[src/rtl/cache_pkg.sv]
// Shared types and default sizing for the cache controller slice.
package cache_pkg;

  localparam int unsigned DefWidth     = 8;
  localparam int unsigned DefWays      = 4;
  localparam int unsigned DefTotalSize = 16;
  localparam int unsigned DefRamDepth  = 256;

  typedef enum logic [2:0] {
    StIdle,
    StLookup,
    StMemRd,
    StMemWr,
    StResp
  } state_e;

  // Way-select width; a direct-mapped cache still needs one bit to form a port.
  function automatic int unsigned way_bits(input int unsigned ways);
    return (ways > 1) ? $clog2(ways) : 1;
  endfunction

endpackage

[src/rtl/cache_victim_sel.sv]
// Replacement choice for one set: lowest invalid way, else the round-robin pointer.
module cache_victim_sel
  import cache_pkg::*;
#(
  parameter int unsigned WAYS = DefWays,
  parameter int unsigned WW   = way_bits(WAYS)
) (
  input  logic [WAYS-1:0] valid_i,
  input  logic [WW-1:0]   rr_i,
  output logic [WW-1:0]   way_o
);

  always_comb begin
    way_o = rr_i;
    // Descending scan so the lowest invalid way is the last one written.
    for (int i = int'(WAYS) - 1; i >= 0; i--) begin
      if (!valid_i[i]) way_o = WW'(i);
    end
  end

endmodule

[src/rtl/cache_ctrl.sv]
// Blocking set-associative write-through cache controller driving external tag/data arrays.
// Define CACHE_CTRL_WRITE_ALLOC_EN to allocate a line on a write miss.
module cache_ctrl
  import cache_pkg::*;
#(
  parameter int unsigned WIDTH      = DefWidth,
  parameter int unsigned WAYS       = DefWays,
  parameter int unsigned TOTAL_SIZE = DefTotalSize,
  parameter int unsigned RAM_DEPTH  = DefRamDepth,
  localparam int unsigned AW   = $clog2(RAM_DEPTH),
  localparam int unsigned IW   = $clog2(TOTAL_SIZE / WAYS),
  localparam int unsigned TW   = AW - IW,
  localparam int unsigned WW   = way_bits(WAYS),
  localparam int unsigned SETS = TOTAL_SIZE / WAYS
) (
  input  logic             clk,
  input  logic             rst,
  input  logic             req_valid,
  output logic             req_ready,
  input  logic             req_we,
  input  logic [AW-1:0]    req_addr,
  input  logic [WIDTH-1:0] req_wdata,
  output logic             rsp_valid,
  output logic [WIDTH-1:0] rsp_rdata,
  output logic             mem_req,
  output logic             mem_we,
  output logic [AW-1:0]    mem_addr,
  output logic [WIDTH-1:0] mem_wdata,
  input  logic             mem_ack,
  input  logic [WIDTH-1:0] mem_rdata,
  output logic [WW-1:0]    arr_way,
  output logic [IW-1:0]    arr_index,
  output logic             tag_we,
  output logic [TW-1:0]    tag_wr,
  input  logic [TW-1:0]    tag_rd [WAYS],
  output logic             data_we,
  output logic [WIDTH-1:0] data_wr,
  input  logic [WIDTH-1:0] data_rd [WAYS]
);

`ifdef CACHE_CTRL_WRITE_ALLOC_EN
  localparam bit WriteAlloc = 1'b1;
`else
  localparam bit WriteAlloc = 1'b0;
`endif

  state_e           state_q, state_d;
  logic [AW-1:0]    addr_q;
  logic             we_q;
  logic             miss_q;
  logic [WIDTH-1:0] wdata_q;
  logic [WIDTH-1:0] rdata_q;
  logic [WAYS-1:0]  valid_q [SETS];
  logic [WW-1:0]    rr_q    [SETS];

  logic [IW-1:0]    idx;
  logic [TW-1:0]    tag;
  logic             hit;
  logic [WW-1:0]    hit_way;
  logic [WW-1:0]    victim;
  logic             fill;

  assign idx       = addr_q[IW-1:0];
  assign tag       = addr_q[AW-1:IW];
  assign mem_addr  = addr_q;
  assign mem_wdata = wdata_q;
  assign tag_wr    = tag;
  assign rsp_rdata = rdata_q;

  always_comb begin
    hit     = 1'b0;
    hit_way = '0;
    // Descending scan: the lowest matching way wins.
    for (int w = int'(WAYS) - 1; w >= 0; w--) begin
      if (valid_q[idx][w] && (tag_rd[w] == tag)) begin
        hit     = 1'b1;
        hit_way = WW'(w);
      end
    end
  end

  cache_victim_sel #(
    .WAYS (WAYS),
    .WW   (WW)
  ) u_victim_sel (
    .valid_i (valid_q[idx]),
    .rr_i    (rr_q[idx]),
    .way_o   (victim)
  );

  // Line allocation happens only in the memory-ack cycle.
  assign fill = mem_ack && ((state_q == StMemRd) ||
                            (WriteAlloc && (state_q == StMemWr) && miss_q));

  always_ff @(posedge clk or posedge rst) begin
    if (rst) state_q <= StIdle;
    else     state_q <= state_d;
  end

  always_comb begin
    state_d = state_q;
    unique case (state_q)
      StIdle:   if (req_valid) state_d = StLookup;
      StLookup: begin
        if (we_q)     state_d = StMemWr;
        else if (hit) state_d = StResp;
        else          state_d = StMemRd;
      end
      StMemRd:  if (mem_ack) state_d = StResp;
      StMemWr:  if (mem_ack) state_d = StResp;
      StResp:   state_d = StIdle;
      default:  state_d = StIdle;
    endcase
  end

  always_comb begin
    req_ready = 1'b0;
    rsp_valid = 1'b0;
    mem_req   = 1'b0;
    mem_we    = 1'b0;
    arr_way   = '0;
    arr_index = idx;
    tag_we    = fill;
    data_we   = fill;
    data_wr   = wdata_q;
    unique case (state_q)
      StIdle: begin
        req_ready = !rst;
        arr_index = req_addr[IW-1:0];
      end
      StLookup: begin
        arr_way = hit_way;
        data_we = we_q && hit;
      end
      StMemRd: begin
        mem_req = 1'b1;
        arr_way = victim;
        data_wr = mem_rdata;
      end
      StMemWr: begin
        mem_req = 1'b1;
        mem_we  = 1'b1;
        arr_way = victim;
      end
      StResp:  rsp_valid = 1'b1;
      default: ;
    endcase
  end

  always_ff @(posedge clk or posedge rst) begin
    if (rst) begin
      addr_q  <= '0;
      we_q    <= 1'b0;
      miss_q  <= 1'b0;
      wdata_q <= '0;
      rdata_q <= '0;
      valid_q <= '{default: '0};
      rr_q    <= '{default: '0};
    end else begin
      if (state_q == StIdle && req_valid) begin
        addr_q  <= req_addr;
        we_q    <= req_we;
        wdata_q <= req_wdata;
      end
      if (state_q == StLookup) begin
        miss_q <= !hit;
        if (!we_q && hit) rdata_q <= data_rd[hit_way];
      end
      if (fill) begin
        valid_q[idx][victim] <= 1'b1;
        // The pointer only advances when the victim came from it.
        if (&valid_q[idx]) rr_q[idx] <= rr_q[idx] + WW'(1);
      end
      if (state_q == StMemRd && mem_ack) rdata_q <= mem_rdata;
      if (state_q == StMemWr && mem_ack) rdata_q <= '0;
    end
  end

endmodule

[config.mk]
export PLATFORM = sky130hd
export DESIGN_NAME = cache_ctrl
export DESIGN_NICKNAME = d
export VERILOG_FILES = /design/src/rtl/cache_pkg.sv /design/src/rtl/cache_victim_sel.sv /design/src/rtl/cache_ctrl.sv
export SDC_FILE = /design/constraint.sdc
export NUM_CORES = 1
export LEC_CHECK = 0
export CAP_MARGIN = 20
export CORE_ASPECT_RATIO = 1.5
export CORE_MARGIN = 3
export CORE_UTILIZATION = 46
export DETAILED_ROUTE_END_ITERATION = 16
export GPL_TIMING_DRIVEN = 0
export MAX_ROUTING_LAYER = met4
export PLACE_DENSITY = 0.87
export RECOVER_POWER = 100
export REMOVE_ABC_BUFFERS = 1
export SLEW_MARGIN = 20
export SYNTH_ARGS = -nofsm -noshare
export SYNTH_HDL_FRONTEND = slang
export SYNTH_HIERARCHICAL = 1
export SYNTH_SLANG_ARGS = --single-unit
[constraint.sdc]
create_clock -name clk -period 6 [get_ports clk]
set_clock_uncertainty 0.15 [all_clocks]
set_input_delay 0.6 -clock clk [delete_from_list [all_inputs] [get_ports clk]]
set_output_delay 0.6 -clock clk [all_outputs]
set_load 0.005 [all_outputs]
## Word-level counts from Yosys, hierarchy flattened

Index checks and enable logic that the tools add are counted.

| storage, ports and cells | value |
|---|---|
| bits in registers | 52 |
| output and inout port bits | 48 |

| operators by class | value |
|---|---|
| add/sub/neg operators | 1 |
| order comparisons | 5 |
| equality and inequality tests | 10 |
| multiplexer cells | 45 |
| bitwise logic cells | 3 |
| reductions and logical operators | 20 |

Operators with widths:

| kind | count |
|---|---|
| $mux W8 | 7 |
| $eq A6 B6 Y1 | 4 |
| $mux W2 | 12 |
| $bmux W8 S2 | 1 |
| $or A16 B16 Y16 | 1 |
| $mux W3 | 4 |
| $mux W4 | 3 |
| $logic_and A1 B1 Y1 | 11 |
| $mux W1 | 10 |
| $pmux W3 S3 | 1 |
| $bmux W4 S2 | 1 |
| $bwmux W8 | 1 |
| $demux W4 S2 | 1 |
| $eq A3 B2 Y1 const B | 2 |
| $ge A3 B3 Y1 const B | 2 |
| $not A2 Y3 | 2 |
| $reduce_bool A3 Y1 | 2 |
| $reduce_and A5 Y1 | 1 |
| $bmux W2 S2 | 1 |
| $demux W2 S2 | 1 |
| $pmux W2 S2 | 1 |
| $reduce_and A2 Y1 | 2 |
| $eq A3 B1 Y1 const B | 1 |
| $eq A3 B3 Y1 const B | 1 |
| other kinds (10) | 11 |

## Longest topological paths before layout

Gate-level depths: netlist (run 1).

| depth | value |
|---|---|
| depth after elaboration | 17 |
| depth in mapped cells | 9 |

## By module

Netlist (run 1), hierarchy kept.

Modules (own cells, without submodules):

| module | times used | cells each | area an instance (sq um) | seq. area each (sq um) |
|---|---|---|---|---|
| cache_ctrl | 1 | 268 | 2996.6 | 1301.2 |
| cache_victim_sel | 1 | 6 | 33.8 | 0.0 |

## Worst setup path after synthesis (run 1)

Ideal clock, no wire load.

| timing path | value |
|---|---|
| path kind | in2reg |
| start point | input port tag_rd[21] (netlist bit) |
| end point | register rdata_q[0], in the netlist rsp_rdata[0] |
| data arrival time | 2328 ps |
| data required time | 5724 ps |
| setup slack | 3396 ps |
| stages | 8 |
| buffers on the path | 1 |
| cells stage by stage | xor2_2 -> nor4_4 -> nand3_4 -> and4_4 -> or3_1 -> buf_6 -> a21boi_4 -> a221o_1 |

| between the ends | value |
|---|---|
| word-level cells in the longest chain between the ends | 11 |
| elaborated cells on any way between the ends | 15 |

Ends and longest elaborated chain:

| item | line | text |
|---|---|---|
| start, declared | cache_ctrl.sv:35 | `input logic [TW-1:0] tag_rd [WAYS],` |
| $eq A6 B6 Y1 * | cache_ctrl.sv:75 | `if (valid_q[idx][w] && (tag_rd[w] == tag)) begin` |
| $logic_and A1 B1 Y1 * | cache_ctrl.sv:75 |  |
| $mux W2 | cache_ctrl.sv:75 |  |
| $not A2 Y3 (not written as such) | cache_ctrl.sv:167 | `if (!we_q && hit) rdata_q <= data_rd[hit_way];` |
| $bmux W8 S2 | cache_ctrl.sv:167 |  |
| $mux W8 (not written as such) (2 in a row) | cache_ctrl.sv:167 |  |
| $mux W8 | cache_ctrl.sv:167 |  |
| $mux W8 | cache_ctrl.sv:165 | `if (state_q == StLookup) begin` |
| $mux W8 | cache_ctrl.sv:174 | `if (state_q == StMemRd && mem_ack) rdata_q <= mem_rdata;` |
| $mux W8 | cache_ctrl.sv:175 | `if (state_q == StMemWr && mem_ack) rdata_q <= '0;` |
| end signal, assigned | cache_ctrl.sv:167 |  |
| end signal, assigned | cache_ctrl.sv:174 |  |
| end, declared | cache_ctrl.sv:52 | `logic [WIDTH-1:0] rdata_q;` |

Mark *: on every way between the ends. The rest lies on a longest branch, timed or not. The select of a mux whose other input is x is not followed.
A chain may end at the register's enable or synchronous reset.

## Worst setup path in the final report (run 1)

| timing path | value |
|---|---|
| start point | register addr_q[0], in the netlist mem_addr[0] |
| end point | output port arr_way[0] |

| between the ends | value |
|---|---|
| word-level cells in the longest chain between the ends | 10 |
| elaborated cells on any way between the ends | 20 |

Ends and longest elaborated chain:

| item | line | text |
|---|---|---|
| start, declared | cache_ctrl.sv:48 | `logic [AW-1:0] addr_q;` |
| start signal, assigned | cache_ctrl.sv:161 | `addr_q <= req_addr;` |
| $not A2 Y3 (not written as such) * | cache_ctrl.sv:75, cache_ctrl.sv:86, cache_ctrl.sv:87 |  |
| $bmux W4 S2 | cache_ctrl.sv:75, cache_ctrl.sv:86 |  |
| $mux W4 (not written as such) (2 in a row) | cache_ctrl.sv:75, cache_ctrl.sv:86 |  |
| $logic_and A1 B1 Y1 | cache_ctrl.sv:75 |  |
| $mux W2 (4 in a row) | cache_ctrl.sv:75 |  |
| $pmux W2 S2 * | cache_ctrl.sv:126 | `unique case (state_q)` |
| end, declared | cache_ctrl.sv:31 | `output logic [WW-1:0] arr_way,` |

Marks and branches as above.

==> flow_summary.toml, run 1 <==
[route]
drt_wl_total_um = 8930
top_layer = "met4"
wl_met2_um = 4880
drcViolationCount = 0
wire_per_inst_um = 19.4
num_vias = 2610
first_pass_iters = 6
wl_met3_um = 659
ant_nets = 0
viasPerCell = 5.66
drt_iter0_markers = 182
wl_met1_um = 3220

[final_layout]
filler_cell_count = 473
nets = 471
layout_common_cells = "clkdlybuf4s50_1, dfrtp_1, dlygate4sd3_1, mux2_2, xor2_1"
syn_to_final_growth_pct = 44.3
drive_gt1_share_pct = 11.9
layout_commonest_cell = "clkdlybuf4s50_1"
diodes = 0

[yosys]
async_flop_share_pct = 100
synthDistinctLibCells = 42
synth.avg_cell_area_um2 = 11.1
ys.warnings.count = 6
synth_edf_count = 0
synthCells = 274
ys_ff_latch = 52
yosysSeqAreaShare_pct = 42.9
synthFlopType = "dfrtp_1"
syn_area_mm2 = 0.00303

[sta]
finalSetupViolCount = 0
hold_ws_ps = 320
hold_violations = 0
fmax_mhz = 227
final.period_utilization_pct = 73.6
tightest_slew_ps = 1900
finalSetupTns_ps = 0
slew_viol_final = 36
fin_crit_ps = 4410
relSlewSlack_pct = -26.6
rsz0062_at_grt = "false"

[die]
die_h_um = 105
core_mm2 = 0.00626
rows = 35
num_io_pins = 133
start_util_pct = 48.4
dieArea_mm2 = 0.00762
die_x_um = 72.3

[worst_setup_path]
path_max_fanout = 17
crit_chain = "mux4_2 -> nand4_1 -> nand2b_1 -> a21oi_1 -> a21oi_1 -> nor2_1 -> dlygate4sd3_1"
r2r-end = "rsp_rdata[4]$_DFFE_PP0P_"
cp-start-kind = "flip-flop"
r2r_cells = 6
reg2reg_setup_slack_ps = 1880
crit_type = "reg2out"
worstPathArrival_ps = 3660
crit_path_top_delay_cell = "dfrtp_1"
required_ps = 5250
cp_common_cell = "a21oi_1"
timing.rr.start = "mem_addr[0]$_DFFE_PP0P_"
crit_path_max_incr_delay_ps = 750
cp-end-kind = "output pin"
crit_path_start = "mem_addr[0]$_DFFE_PP0P_"

[grt]
grt_pass1_wl_um = 14300
grt-ovfl-total = 0
grt_max_degree = 36
first_global_vias = 2813
grt_use_total_pct = 24.7
antenna_found_initial = 0

[pwr]
p_int_mw = 1.09
peakVddDrop_mv = 0.167
p_clk_share_pct = 11.7
switching_share_pct = 37.0
p_leak_nw = 1.83
pwr-share-seq_pct = 36.2
power.density_mw_per_mm2 = 396
net-switching-power_mw = 0.642
combPwrFrac_pct = 52.0

[placed_design]
place_congestion = 0.842
dp_hpwl_um = 6990
io_buffers = 132

[clock_network]
cts_sinks = 52
cts_hold_buf = 0
post-cts-setup-buffers = 0
worstSkewPairLatency_ps = 300
htree_num_levels = 2
clockRootBuffer = "clkbuf_8"
cts_resized = 0
cts.clk_slew.worst_paths_ps = 80
cts_tree = "done"
clockBufferDepth = 2
cts_inserted_buffers = 5

[hold_path]
hold_end = "rr_q[0]$_DFFE_PP0P_"
holdPathStages = 1
hold_path.class = "reg2reg"
min_from = "rr_q[0]$_DFFE_PP0P_"

[flow_run]
cap_viol_max_count = 1

[status]
violations = "max-capacitance violations, max-slew violations"
outcome = "complete, but fails checks"
per-layer routing:
layer / GRT usage, % / vias up
li1: - / 1210
met1: 27.7 / 1282
met2: 42.6 / 103
met3: 6.01 / 15
met4: 7.80 / 0
met5: - / -
registers in the layout, indices dropped and copies added (netlist names):
| signal | flops |
|---|---|
| we_q | 1 |
| rsp_rdata | 8 |
| rr_q | 8 |
| state_q | 3 |
| valid_q | 16 |
| mem_addr | 8 |
| mem_wdata | 8 |
synthesized netlist by cell type, types with 3 or more instances:
library cell / n / area share (%)
mux4_2: 6 / 4.5
and2_1: 3 / 0.62
nand2b_1: 6 / 1.2
dfrtp_1: 52 / 43
a311oi_1: 6 / 1.7
nand2_1: 13 / 1.6
o21bai_1: 12 / 3.0
and3_1: 3 / 0.62
xnor2_1: 4 / 1.2
o31ai_1: 5 / 1.2
xor2_1: 24 / 6.9
mux2_2: 30 / 11
nand3b_1: 3 / 0.74
nor4_1: 3 / 0.62
buf_2: 5 / 0.83
clkbuf_1: 11 / 1.4
inv_1: 9 / 1.1
nor2_1: 16 / 2.0
o221ai_1: 8 / 2.3
buf_1: 3 / 0.37
a221o_1: 8 / 2.6
o21ai_0: 3 / 0.50
buf_4: 7 / 1.7
nand4_1: 3 / 0.62
a21oi_1: 6 / 0.99
per-stage QoR:
| stage | total power, mW | area (µm²) | instances | worst slack [ps] | utilization (%) |
|---|---|---|---|---|---|
| floorplan | 1.09 | 2880 | 246 | 3170 | - |
| global placement | 1.57 | 4290 | 452 | 1770 | 68.5 |
| detailed placement | 1.61 | 4310 | 453 | 1710 | 68.9 |
| CTS | 1.82 | 4400 | 461 | 1590 | 70.3 |
| global route | 1.86 | 4370 | 461 | 1350 | 69.8 |
| finish | 1.73 | 4370 | 461 | 1590 | 69.8 |
kinds of logic (layout without fill, tap and decap cells):
family / count (synthesis) / in the layout / share of synthesized area (%)
multiplexers: 36 / 36 / 15.6
XOR/XNOR: 29 / 29 / 8.63
flip-flops: 52 / 52 / 42.9
AND/OR/NAND/NOR: 65 / 65 / 12.2
AO/OA/AOI/OAI: 55 / 55 / 14.5
buffers and inverters: 37 / 150 / 6.15
cell type report:
| type | count | area (µm²) | share of cell area [%] |
|---|---|---|---|
| Timing Repair Buffer | 133 | 1330 | 30.3 |
| Multi-Input combinational cell | 185 | 1530 | 35.0 |
| Tap cell | 74 | 92.6 | 2.12 |
| Clock buffer | 8 | 90.1 | 2.06 |
| Inverter | 9 | 33.8 | 0.773 |
| Sequential cell | 52 | 1300 | 29.8 |
critical path: cells and delay by family (launching register included):
family / cells / cell delay [ps]
AO/OA/AOI/OAI: 2 / 330
buffers and inverters: 1 / 590
flip-flops: 1 / 750
multiplexers: 1 / 650
AND/OR/NAND/NOR: 3 / 1060
power by group through the flow:
stage	clock network, mW	logic, mW	registers (mW)
finish	0.203	0.902	0.628
global route	0.224	0.978	0.656
CTS	0.209	0.978	0.633
detailed placement	0	0.972	0.641
global placement	0	0.942	0.628
floorplan	0	0.475	0.614
worst max-delay path by stage:
stage                          endpoint  slack (ps)  cells after the start
2_1_floorplan  rsp_rdata[0]$_DFFE_PP0P_        3170                      7
3_3_place_gp                 arr_way[0]        1770                      9
3_5_place_dp                 arr_way[0]        1710                      9
4_1_cts                      arr_way[0]        1590                      7
5_1_grt                      arr_way[0]        1350                      7
6_report                     arr_way[0]        1590                      7
No activity file was read; power rests on OpenSTA's default activity.
==> run 2: changes to the inputs <==
--- a/config.mk
+++ b/config.mk
@@ -8,11 +8,11 @@
 export CAP_MARGIN = 20
 export CORE_ASPECT_RATIO = 1.5
 export CORE_MARGIN = 3
-export CORE_UTILIZATION = 46
+export CORE_UTILIZATION = 43
 export DETAILED_ROUTE_END_ITERATION = 16
 export GPL_TIMING_DRIVEN = 0
 export MAX_ROUTING_LAYER = met4
-export PLACE_DENSITY = 0.87
+export PLACE_DENSITY = 0.82
 export RECOVER_POWER = 100
 export REMOVE_ABC_BUFFERS = 1
 export SLEW_MARGIN = 20
==> constraint.sdc (replaced) <==
create_clock -name clk -period 4.3 [get_ports clk]
set_clock_uncertainty 0.15 [all_clocks]
set_input_delay 0.43 -clock clk [delete_from_list [all_inputs] [get_ports clk]]
set_output_delay 0.43 -clock clk [all_outputs]
set_load 0.005 [all_outputs]
==> run 2 against run 1 <==
  * The run still ends with max-capacitance violations, max-slew violations left
  * Count of clock-buffer cells in the layout down 1
  * Clock power up 47%
  * Via count about the same
  * Final area up 0.20%
  * Sequential cell count unchanged
  * Largest power group unchanged
==> flow_summary.toml, run 2 (synthesis results as in run 1) <==
[grt]
grt-ovfl-total = 0
grt_use_total_pct = 22.7
grt_max_degree = 34
first_global_vias = 2780
grt_pass1_wl_um = 13700
antenna_found_initial = 0

[die]
dieArea_mm2 = 0.00811
num_io_pins = 133
rows = 36
die_x_um = 74.5
die_h_um = 109
core_mm2 = 0.00667
start_util_pct = 45.5

[sta]
final.period_utilization_pct = 94.6
fmax_mhz = 246
relSlewSlack_pct = -16.9
rsz0062_at_grt = "false"
fin_crit_ps = 4070
setup_ws_ps = 230
finalSetupTns_ps = 0
slew_viol_final = 34
hold_violations = 0
hold_ws_ps = 321
tightest_slew_ps = 1750
finalSetupViolCount = 0

[clock_network]
clockRootBuffer = "clkbuf_8"
cts_hold_buf = 0
cts.clk_slew.worst_paths_ps = 90
cts_inserted_buffers = 5
cts_tree = "done"
clockBufferDepth = 2
cts_resized = 0
worstSkewPairLatency_ps = 310
htree_num_levels = 2
cts_sinks = 52
post-cts-setup-buffers = 0

[worst_setup_path]
r2r_cells = 6
path_max_fanout = 17
required_ps = 3720
reg2reg_setup_slack_ps = 570
cp-end-kind = "output pin"
worstPathArrival_ps = 3490
r2r-end = "rsp_rdata[0]$_DFFE_PP0P_"
timing.rr.start = "mem_addr[0]$_DFFE_PP0P_"
crit_type = "reg2out"
cp-start-kind = "flip-flop"

[pwr]
net-switching-power_mw = 0.892
power.density_mw_per_mm2 = 554
pwr-share-seq_pct = 36.2
p_leak_nw = 1.83
switching_share_pct = 36.7
combPwrFrac_pct = 51.5
peakVddDrop_mv = 0.350
p_int_mw = 1.54
p_clk_share_pct = 12.3

[placed_design]
io_buffers = 132
dp.cells = 455
dp_hpwl_um = 6940
place_congestion = 0.904
place_ws_ps = 320

[final_layout]
layout_common_cells = "clkdlybuf4s50_1, dfrtp_1, dlygate4sd3_1, mux2_2, xor2_1"
largest_register_ffs = 16
layout_commonest_cell = "clkdlybuf4s50_1"
drive_gt1_share_pct = 12.2
diodes = 0
multi_input_area_mm2 = 0.00153
fin_cells = 462
fin_util_pct = 65.7
regArea_mm2 = 0.00130
filler_cell_count = 546
nets = 471
syn_to_final_growth_pct = 44.6
max_flop_register = "valid_q"

[route]
viasPerCell = 5.65
ant_nets = 0
wire_per_inst_um = 19.2
drt_wl_total_um = 8870
drt_iter0_markers = 115
num_vias = 2612
first_pass_iters = 6
drcViolationCount = 0

[hold_path]
min_from = "rr_q[4]$_DFFE_PP0P_"
hold_end = "rr_q[4]$_DFFE_PP0P_"
hold_path.class = "reg2reg"
holdPathStages = 1

[status]
violations = "max-capacitance violations, max-slew violations"
outcome = "complete, but fails checks"

[flow_run]
cap_viol_max_count = 1
==> run 2: how the worst max path moves through the flow <==
stage | slack (ps) | startpoint | to | cells after the start
6_report | 230 | mem_addr[0]$_DFFE_PP0P_ | arr_way[0] | 7
5_1_grt | 10 | mem_addr[0]$_DFFE_PP0P_ | arr_way[0] | 7
4_1_cts | 180 | mem_addr[0]$_DFFE_PP0P_ | arr_way[0] | 7
3_5_place_dp | 320 | tag_rd[10] | arr_way[0] | 9
3_3_place_gp | 350 | tag_rd[10] | arr_way[0] | 9
2_1_floorplan | 1500 | mem_addr[0]$_DFFE_PP0P_ | rsp_rdata[0]$_DFFE_PP0P_ | 6
==> run 2: cell type report <==
type                    instances  share of cell area (%)
clock buffers                   7                    2.20
inverters                       9                   0.771
multi-input cells             185                    34.9
flip-flops and latches         52                    29.7
well taps                      76                    2.17
repair buffers                133                    30.2
==> run 2: stage by stage <==
| stage | total power, mW | area [µm²] |
|---|---|---|
| floorplan | 1.52 | 2880 |
| global placement | 2.20 | 4290 |
| detailed placement | 2.25 | 4310 |
| CTS | 2.55 | 4410 |
| global route | 2.60 | 4380 |
| finish | 2.43 | 4380 |
==> run 2: metal layers <==
layer | track usage, % | wire length [µm]
met5 | - | 0
met3 | 3.87 | 629
met1 | 24.3 | 3340
met4 | 7.00 | 150
met2 | 41.6 | 4750
==> run 2: power by group through the flow <==
stage                     clock (mW)  combinational, mW  sequential, mW
final                          0.299               1.25           0.880
after global routing           0.325               1.36           0.917
after CTS                      0.305               1.36           0.890
after detailed placement           0               1.35           0.897
after global placement             0               1.32           0.883
after floorplan                    0              0.663           0.857
==> run 2: worst max-delay path, cell delays in order, from the launching register on <==
cell and delay (ps):
dfrtp_1 790, mux4_2 640, nand4_1 410, nand2b_1 360, a21oi_1 260, a21oi_1 60, nor2_1 130, clkdlybuf4s50_1 520
==> run 3: changes to the inputs <==
--- a/config.mk
+++ b/config.mk
@@ -15,6 +15,7 @@
 export PLACE_DENSITY = 0.82
 export RECOVER_POWER = 100
 export REMOVE_ABC_BUFFERS = 1
+export SKIP_LAST_GASP = 1
 export SLEW_MARGIN = 20
 export SYNTH_ARGS = -nofsm -noshare
 export SYNTH_HDL_FRONTEND = slang
==> results of run 3 <==
The final DEF is identical to that of run 2; final timing and power are the same.
